==> config.mk <==
export PLATFORM = sky130hd
export DESIGN_NAME = pipe_reg_ex_mem_skid
export DESIGN_NICKNAME = d
export VERILOG_FILES = /design/src/rtl/pipe_pkg.sv /design/src/rtl/pipe_reg_ex_mem_skid.sv
export SDC_FILE = /design/constraint.sdc
export NUM_CORES = 1
export LEC_CHECK = 0
export ABC_AREA = 1
export CAP_MARGIN = 20
export CORE_UTILIZATION = 44
export CTS_CLUSTER_SIZE = 14
export DETAILED_ROUTE_END_ITERATION = 10
export GPL_TIMING_DRIVEN = 0
export PLACE_DENSITY = 0.77
export SLEW_MARGIN = 10
export SYNTH_ARGS = -nofsm -noshare
export SYNTH_HDL_FRONTEND = slang
export SYNTH_SLANG_ARGS = --single-unit
==> constraint.sdc <==
create_clock -name clk -period 1.55 [get_ports clk]
set_clock_uncertainty 0.2 [all_clocks]
set_input_delay 0.31 -clock clk [delete_from_list [all_inputs] [get_ports clk]]
set_output_delay 0.31 -clock clk [all_outputs]
set_load 0.005 [all_outputs]
==> src/rtl/pipe_pkg.sv <==
// Shared EX/MEM pipeline types: payload struct sized to the widest supported
// configuration and the skid-stage state encoding.
package pipe_pkg;

  localparam int unsigned PL_XLEN    = 64;
  localparam int unsigned PL_REG_AW  = 8;
  localparam int unsigned PL_WBSEL_W = 4;

  typedef enum logic [1:0] {
    EMPTY = 2'd0,
    BUSY  = 2'd1,
    FULL  = 2'd2
  } stage_state_e;

  // Instances narrower than the maximum keep the unused upper bits at zero.
  typedef struct packed {
    logic                  we;
    logic [PL_REG_AW-1:0]  rd;
    logic [PL_WBSEL_W-1:0] wbsel;
    logic [PL_XLEN-1:0]    pc;
    logic [PL_XLEN-1:0]    imm;
    logic [PL_XLEN-1:0]    data_b;
    logic [PL_XLEN-1:0]    alu_out;
  } ex_mem_pl_t;

endpackage

==> src/rtl/pipe_reg_ex_mem_skid.sv <==
// EX/MEM pipeline register with a one-entry skid buffer so in_ready comes
// straight from a flop while still sustaining one transfer per cycle.
module pipe_reg_ex_mem_skid
  import pipe_pkg::*;
#(
  parameter int unsigned XLEN    = 32,
  parameter int unsigned REG_AW  = 5,
  parameter int unsigned WBSEL_W = 2
) (
  input  logic               clk,
  input  logic               rst,
  input  logic               flush,
  input  logic               in_valid,
  output logic               in_ready,
  input  logic               ex_we,
  input  logic [REG_AW-1:0]  ex_rd,
  input  logic [WBSEL_W-1:0] ex_WBSel,
  input  logic [XLEN-1:0]    ex_pc,
  input  logic [XLEN-1:0]    ex_imm,
  input  logic [XLEN-1:0]    ex_DataB,
  input  logic [XLEN-1:0]    ex_ALU_out,
  output logic               out_valid,
  input  logic               out_ready,
  output logic               mem_we,
  output logic [REG_AW-1:0]  mem_rd,
  output logic [WBSEL_W-1:0] mem_WBSel,
  output logic [XLEN-1:0]    mem_pc,
  output logic [XLEN-1:0]    mem_imm,
  output logic [XLEN-1:0]    mem_DataB,
  output logic [XLEN-1:0]    mem_ALU_out
);

  stage_state_e state_q, state_d;
  ex_mem_pl_t   main_q, main_d;
  ex_mem_pl_t   skid_q, skid_d;
  logic         in_ready_q, in_ready_d;
  logic         out_valid_q, out_valid_d;
  ex_mem_pl_t   in_pl;
  logic         in_fire;
  logic         out_fire;

  // Incoming payload, widened to the storage format with x0 writes suppressed.
  always_comb begin
    in_pl         = '0;
    in_pl.we      = ex_we && (ex_rd != '0);
    in_pl.rd      = PL_REG_AW'(ex_rd);
    in_pl.wbsel   = PL_WBSEL_W'(ex_WBSel);
    in_pl.pc      = PL_XLEN'(ex_pc);
    in_pl.imm     = PL_XLEN'(ex_imm);
    in_pl.data_b  = PL_XLEN'(ex_DataB);
    in_pl.alu_out = PL_XLEN'(ex_ALU_out);
  end

  assign in_fire  = in_valid && in_ready_q;
  assign out_fire = out_valid_q && out_ready;

  always_comb begin
    state_d     = state_q;
    main_d      = main_q;
    skid_d      = skid_q;
    in_ready_d  = in_ready_q;
    out_valid_d = out_valid_q;
    if (flush) begin
      state_d     = EMPTY;
      main_d      = '0;
      skid_d      = '0;
      in_ready_d  = 1'b1;
      out_valid_d = 1'b0;
    end else begin
      unique case (state_q)
        EMPTY: begin
          if (in_fire) begin
            main_d      = in_pl;
            state_d     = BUSY;
            out_valid_d = 1'b1;
          end
        end
        BUSY: begin
          if (in_fire && out_fire) begin
            main_d = in_pl;
          end else if (in_fire) begin
            skid_d     = in_pl;
            state_d    = FULL;
            in_ready_d = 1'b0;
          end else if (out_fire) begin
            // Clear we on drain so mem_we stays low while nothing is valid.
            main_d.we   = 1'b0;
            state_d     = EMPTY;
            out_valid_d = 1'b0;
          end
        end
        FULL: begin
          if (out_fire) begin
            main_d     = skid_q;
            state_d    = BUSY;
            in_ready_d = 1'b1;
          end
        end
        default: begin
          state_d     = EMPTY;
          main_d      = '0;
          skid_d      = '0;
          in_ready_d  = 1'b1;
          out_valid_d = 1'b0;
        end
      endcase
    end
  end

  always_ff @(posedge clk) begin
    if (rst) begin
      state_q     <= EMPTY;
      main_q      <= '0;
      skid_q      <= '0;
      in_ready_q  <= 1'b1;
      out_valid_q <= 1'b0;
    end else begin
      state_q     <= state_d;
      main_q      <= main_d;
      skid_q      <= skid_d;
      in_ready_q  <= in_ready_d;
      out_valid_q <= out_valid_d;
    end
  end

  assign in_ready    = in_ready_q;
  assign out_valid   = out_valid_q;
  assign mem_we      = main_q.we;
  assign mem_rd      = REG_AW'(main_q.rd);
  assign mem_WBSel   = WBSEL_W'(main_q.wbsel);
  assign mem_pc      = XLEN'(main_q.pc);
  assign mem_imm     = XLEN'(main_q.imm);
  assign mem_DataB   = XLEN'(main_q.data_b);
  assign mem_ALU_out = XLEN'(main_q.alu_out);

endmodule

== Yosys cells after proc, flatten, opt, wreduce, memory -nomap -nowiden ==
Cells that the tools add are included.
Word-level totals
  input port bits: 141
  output and inout bits: 138
  register bits: 409
Operators by class
  multiplexer cells: 22
  reductions and logical operators: 14
  equal/unequal tests: 12
  bitwise logic cells: 3
Operator list (count)
  $mux W269: 3
  $pmux W269 S3: 1
  $pmux W269 S2: 1
  $mux W268: 1
  $ne A2 B2 Y1 const B: 7
  $reduce_and A4 Y1: 3
  $mux W2: 5
  $ne A3 B3 Y1 const B: 3
  $mux W1: 8
  $pmux W1 S3: 2
  $pmux W2 S3: 1
  $reduce_and A3 Y1: 2
  $reduce_and A5 Y1: 1
  $reduce_bool A5 Y1: 1
  $logic_and A1 B1 Y1: 4
  $reduce_or A2 Y1: 2
  $not A1 Y1: 3
  $eq A2 B1 Y1 const B: 1
  $eq A2 B2 Y1 const B: 1
  $logic_not A2 Y1: 1

== Logic depth before layout (Yosys ltp) ==
  depth in word-level cells: 5
  mapped depth: 10
  gate-level depth less buffers: 8

== Worst setup path before layout ==
Ideal clock, no wire load.
  kind: reg-to-reg
  start: register state_q[1]
  end: register main_q (netlist bit mem_DataB[10])
  stages on the path, launching flop included: 11
  data required time: 1218 ps
  slack: -154 ps
  buffers on the path: 3
  arrival: 1372 ps
  library setup time: 132 ps
  period minus slack after synthesis: 1704 ps
  cells stage by stage: dfxtp_1 inv_2 nor2_1 nand2_1 nand2_1 nor2_2 buf_4 buf_6 buf_4 nand3_1 a21oi_1
On the way
  longest elaborated chain between the ends: 3
  elaborated cells between the ends (all ways): 8
  classes of those cells: 5 x eq/ne; 1 x mux; 2 x reduce/logical
RTL lines
  start, declared: RTL line pipe_reg_ex_mem_skid.sv:33  | stage_state_e state_q, state_d;
  start signal, assigned: RTL line pipe_reg_ex_mem_skid.sv:118  | state_q <= state_d;
  $eq A2 B1 Y1 (tied with other cells): RTL line pipe_reg_ex_mem_skid.sv:70  | unique case (state_q)
  $ne A2 B2 Y1 (no source line)
  $reduce_and A3 Y1 (no source line)
  end signal, assigned: RTL line pipe_reg_ex_mem_skid.sv:119  | main_q <= main_d;
  end, declared: RTL line pipe_reg_ex_mem_skid.sv:34  | ex_mem_pl_t main_q, main_d;
Parallel ways exist; a longest one is shown, timed or not.
A chain may end at the register's enable or synchronous reset.

== Worst setup path after layout ==
  start: register state_q[0]
  end: register skid_q[5] (netlist bit)
On the way
  longest elaborated chain between the ends: 4
  elaborated cells between the ends (all ways): 9
  classes of those cells: 4 x eq/ne; 1 x mux; 1 x bitwise; 3 x reduce/logical
RTL lines
  $eq A2 B2 Y1 / $logic_not A2 Y1 (equally long branches): RTL line pipe_reg_ex_mem_skid.sv:70
  $reduce_or A2 Y1 (no source line)
  $not A1 Y1 (no source line)
  $reduce_and A3 Y1 (no source line)
  end signal, assigned: RTL line pipe_reg_ex_mem_skid.sv:120  | skid_q <= skid_d;
  end, declared: RTL line pipe_reg_ex_mem_skid.sv:35  | ex_mem_pl_t skid_q, skid_d;
Parallel ways exist; a longest one is shown, timed or not.

==> flow_metrics.env <==
export IMPL_synth_area_leaders="dfxtp_1 (50%), nand2_1 (14%), a21oi_1 (12%), a22o_1 (10%), nand3_1 (6.2%)"
export IMPL_die_y_um=161
export IMPL_fp_dieW_um=161
export IMPL_synth_top_area_frac=0.498
export IMPL_failed_checks="negative setup slack"
export IMPL_yosysMostFrequentCell="nand2_1"
export IMPL_slew_viol_final=0
export IMPL_critPathRequiredTime_ns=1.83
export IMPL_min_from="ex_ALU_out[29]"
export IMPL_multi_input_area_um2=5280
export IMPL_fillers=1993
export IMPL_hp_class="in2reg"
export IMPL_max_freq_mhz=518
export IMPL_synthDistinctLibCells=21
export IMPL_post_route_period_util=1.24
export IMPL_drtIter0Drc=990
export IMPL_wl_met1_um=15500
export IMPL_viasPerCell=5.50
export IMPL_routabilityCongestion=0.882
export IMPL_wl_per_cell_um=17.7
export IMPL_yosysWarnings=0
export IMPL_syn_area_um2=11100
export IMPL_crit_family="buffers and inverters"
export IMPL_utilization=0.676
export IMPL_cts_sinks=276
export IMPL_grt_setup_unrepaired="true"
export IMPL_regArea_um2=5550
export IMPL_grt_pass1_wl_um=58100
export IMPL_layout_drive_gt1_share=0.158
export IMPL_syn_area_per_cell_um2=7.87
export IMPL_yosysTopAreaCell="dfxtp_1"
export IMPL_post_place_ws_ns=-0.985
export IMPL_fin_ws_ns=-0.379
export IMPL_ys_ff_latch=276
export IMPL_grt_pass1_vias=11000
export IMPL_cp_slowest_cell="dfxtp_4"
export IMPL_htreeDepth=1
export IMPL_port_buffers=278
export IMPL_wl_met2_um=17600
export IMPL_met3_length_um=3020
export IMPL_fin_nets=1902
export IMPL_dr_pass1_iters=5
export IMPL_clockBufferDepth=3
export IMPL_seq_area_frac_synth=0.498
export IMPL_diodes=0
export IMPL_crit_top_cell="buf_4"
export IMPL_worst_hold_slack_ns=0.150
export IMPL_dpl_cell_count=2012
export IMPL_cts_buffers_inserted=29
export IMPL_synthCells=1410
export IMPL_end_kind="flip-flop"
export IMPL_cts_tree="built"
export IMPL_async_reset_ff_frac=0
export IMPL_hpwl_um=24500
export IMPL_clkSlewWorstSetupHoldPaths_ns=0.06
export IMPL_cts_root_buf="clkbuf_16"
export IMPL_arrival_ns=2.21
export IMPL_worstMarginPinSlew_ns=0.643
export IMPL_ys_top_cells_by_count="nand2_1 (424), dfxtp_1 (276), a21oi_1 (273)"
export IMPL_criticalPathCategory="reg2reg"
export IMPL_cp_max_fo=6
export IMPL_r2r_start="state_q[0]"
export IMPL_synth_edf_count=0
export IMPL_critical_path_startpoint="state_q[0]"
export IMPL_clock_latency_ns=0.55
export IMPL_grt_overflow=0
export IMPL_cap_violations=0
export IMPL_rows=57
export IMPL_setup_viol=413
export IMPL_antenna_found_initial=1
export IMPL_io_pin_count=279
export IMPL_routed_wirelength_um=37300
export IMPL_finalNonFillerCells=2108
export IMPL_period_needed_ns=1.93
export IMPL_initial_core_util=0.453
export IMPL_cp_cell_sequence="inv_4 -> nor2_4 -> buf_4 -> buf_6 -> nand2_4 -> nand3_4 -> buf_12 -> buf_4 -> clkbuf_8 -> nand2_1 -> a21oi_2"
export IMPL_synth_net_count=1551
export IMPL_vias=11600
export IMPL_max_vdd_ir_drop_v=0.000626
export IMPL_route_detailed_drc=0
export IMPL_ant_nets=0
export IMPL_cp_buffers_inverters=6
export IMPL_hold_viol_final=0
export IMPL_leakage_nw=6.63
export IMPL_status="finished, violations left"
export IMPL_critPathLaunchType="flip-flop"
export IMPL_top_layer="met5"
export IMPL_die_area_um2=25900
export IMPL_p_total_mw=16.8
export IMPL_slowest_delay_ns=0.40
export IMPL_powerDensity_nw_per_um2=1010
export IMPL_area_growth_pct=49.4
export IMPL_core_um2=24500
export IMPL_grt_start_max_net_pins=15
export IMPL_relSlewSlack=0.571
export IMPL_synth_top_flop_cell="dfxtp_1"
export IMPL_grt_total_usage=0.279
export IMPL_cts_hold_buf=0
==> worst reg2reg max path: cells and delay by family, from the launching register on <==
family                 cells  cell delay, ns
and+or+nand+nor            4            0.42
AOI/OAI and AO/OA          1            0.12
DFF                        1            0.40
buffers and inverters      6            0.71
==> cell type report <==
| cell class | count | share of cell area |
|---|---|---|
| inverters | 13 | 0.00355 |
| flip-flops and latches | 276 | 0.335 |
| clock inverters | 7 | 0.00249 |
| plain buffers | 132 | 0.0742 |
| multi-input cells | 990 | 0.318 |
| well taps | 324 | 0.0244 |
| repair buffers | 319 | 0.189 |
| clock buffers | 47 | 0.0533 |
==> final timing paths <==
| path | slack, ns | cells past startpoint | end |
|---|---|---|---|
| min reg2reg | 0.26 | 2 | mem_ALU_out[0] |
| min | 0.15 | 3 | skid_q[29] |
| max | -0.38 | 11 | skid_q[5] |
| max reg2reg | -0.38 | 11 | skid_q[5] |
==> per-stage QoR <==
stage / instance area [µm²] / setup TNS, ns
after global routing: 16600 / -110.96
final: 16600 / -88.85
after global placement: 14400 / -244.11
after CTS: 16200 / -67.54
after floorplan: 11200 / -2.01
after detailed placement: 14400 / -247.37
==> cell families (layout without fill, tap and decap cells) <==
group / count (synthesis) / count (layout) / synth area share
compound gates: 414 / 414 / 0.232
buf+inv: 145 / 518 / 0.0584
flops: 276 / 276 / 0.498
simple gates: 575 / 576 / 0.212
==> layout by cell type (no fill, tap or decap), types with 2 or more instances in the layout <==
master           netlist  layout
dfxtp_4                0       2
nor2_2                 3       2
nand2_8                0       2
buf_8                  0      26
clkbuf_1              69      44
nand2_4                1      11
clkbuf_8               0      12
buf_12                 0      12
dfxtp_2                0      17
nor2_1                 6       3
dlygate4sd2_1          0     137
buf_16                 0       4
clkbuf_16              0      35
a21oi_2                0      42
clkinv_2               0       5
buf_2                 41      13
a21oi_1              273     231
dfxtp_1              276     257
nand3_1              138     134
nand4_1                2       2
nor2_4                 0       4
clkbuf_2               0      13
clkdlybuf4s50_1        0     140
inv_2                  4       2
buf_4                 10      33
nand2_1              424     405
nand2_2                0       8
buf_6                  2      20
o21ai_0                5       5
a22o_1               133     133
nand3_2                0       3
clkbuf_4               0       8
inv_1                  9       9
==> where the power goes <==
part	total, mW	switching, mW	internal [mW]
registers	7.38	0.0995	7.28
clock network	6.76	2.88	3.89
logic	2.67	1.29	1.38
==> registers in the layout, summed over array words and instances (netlist names) <==
register,flops
state_q,2
in_ready,1
mem_imm,32
mem_pc,32
mem_DataB,32
mem_we,1
out_valid,1
skid_q,136
mem_rd,5
mem_WBSel,2
mem_ALU_out,32
==> timing repair <==
item,in CTS,in global routing
buffers inserted,26,7
endpoints found under the setup margin,413,413
pin swaps,23,2
gates cloned,8,1
resized for setup,347,85
==> layer usage <==
layer	GRT usage	vias to the layer above
met4	0.115	2
met5	0	-
met2	0.453	501
met3	0.0617	86
met1	0.358	5459
li1	-	5556
Power figures use the tool's default switching activity.
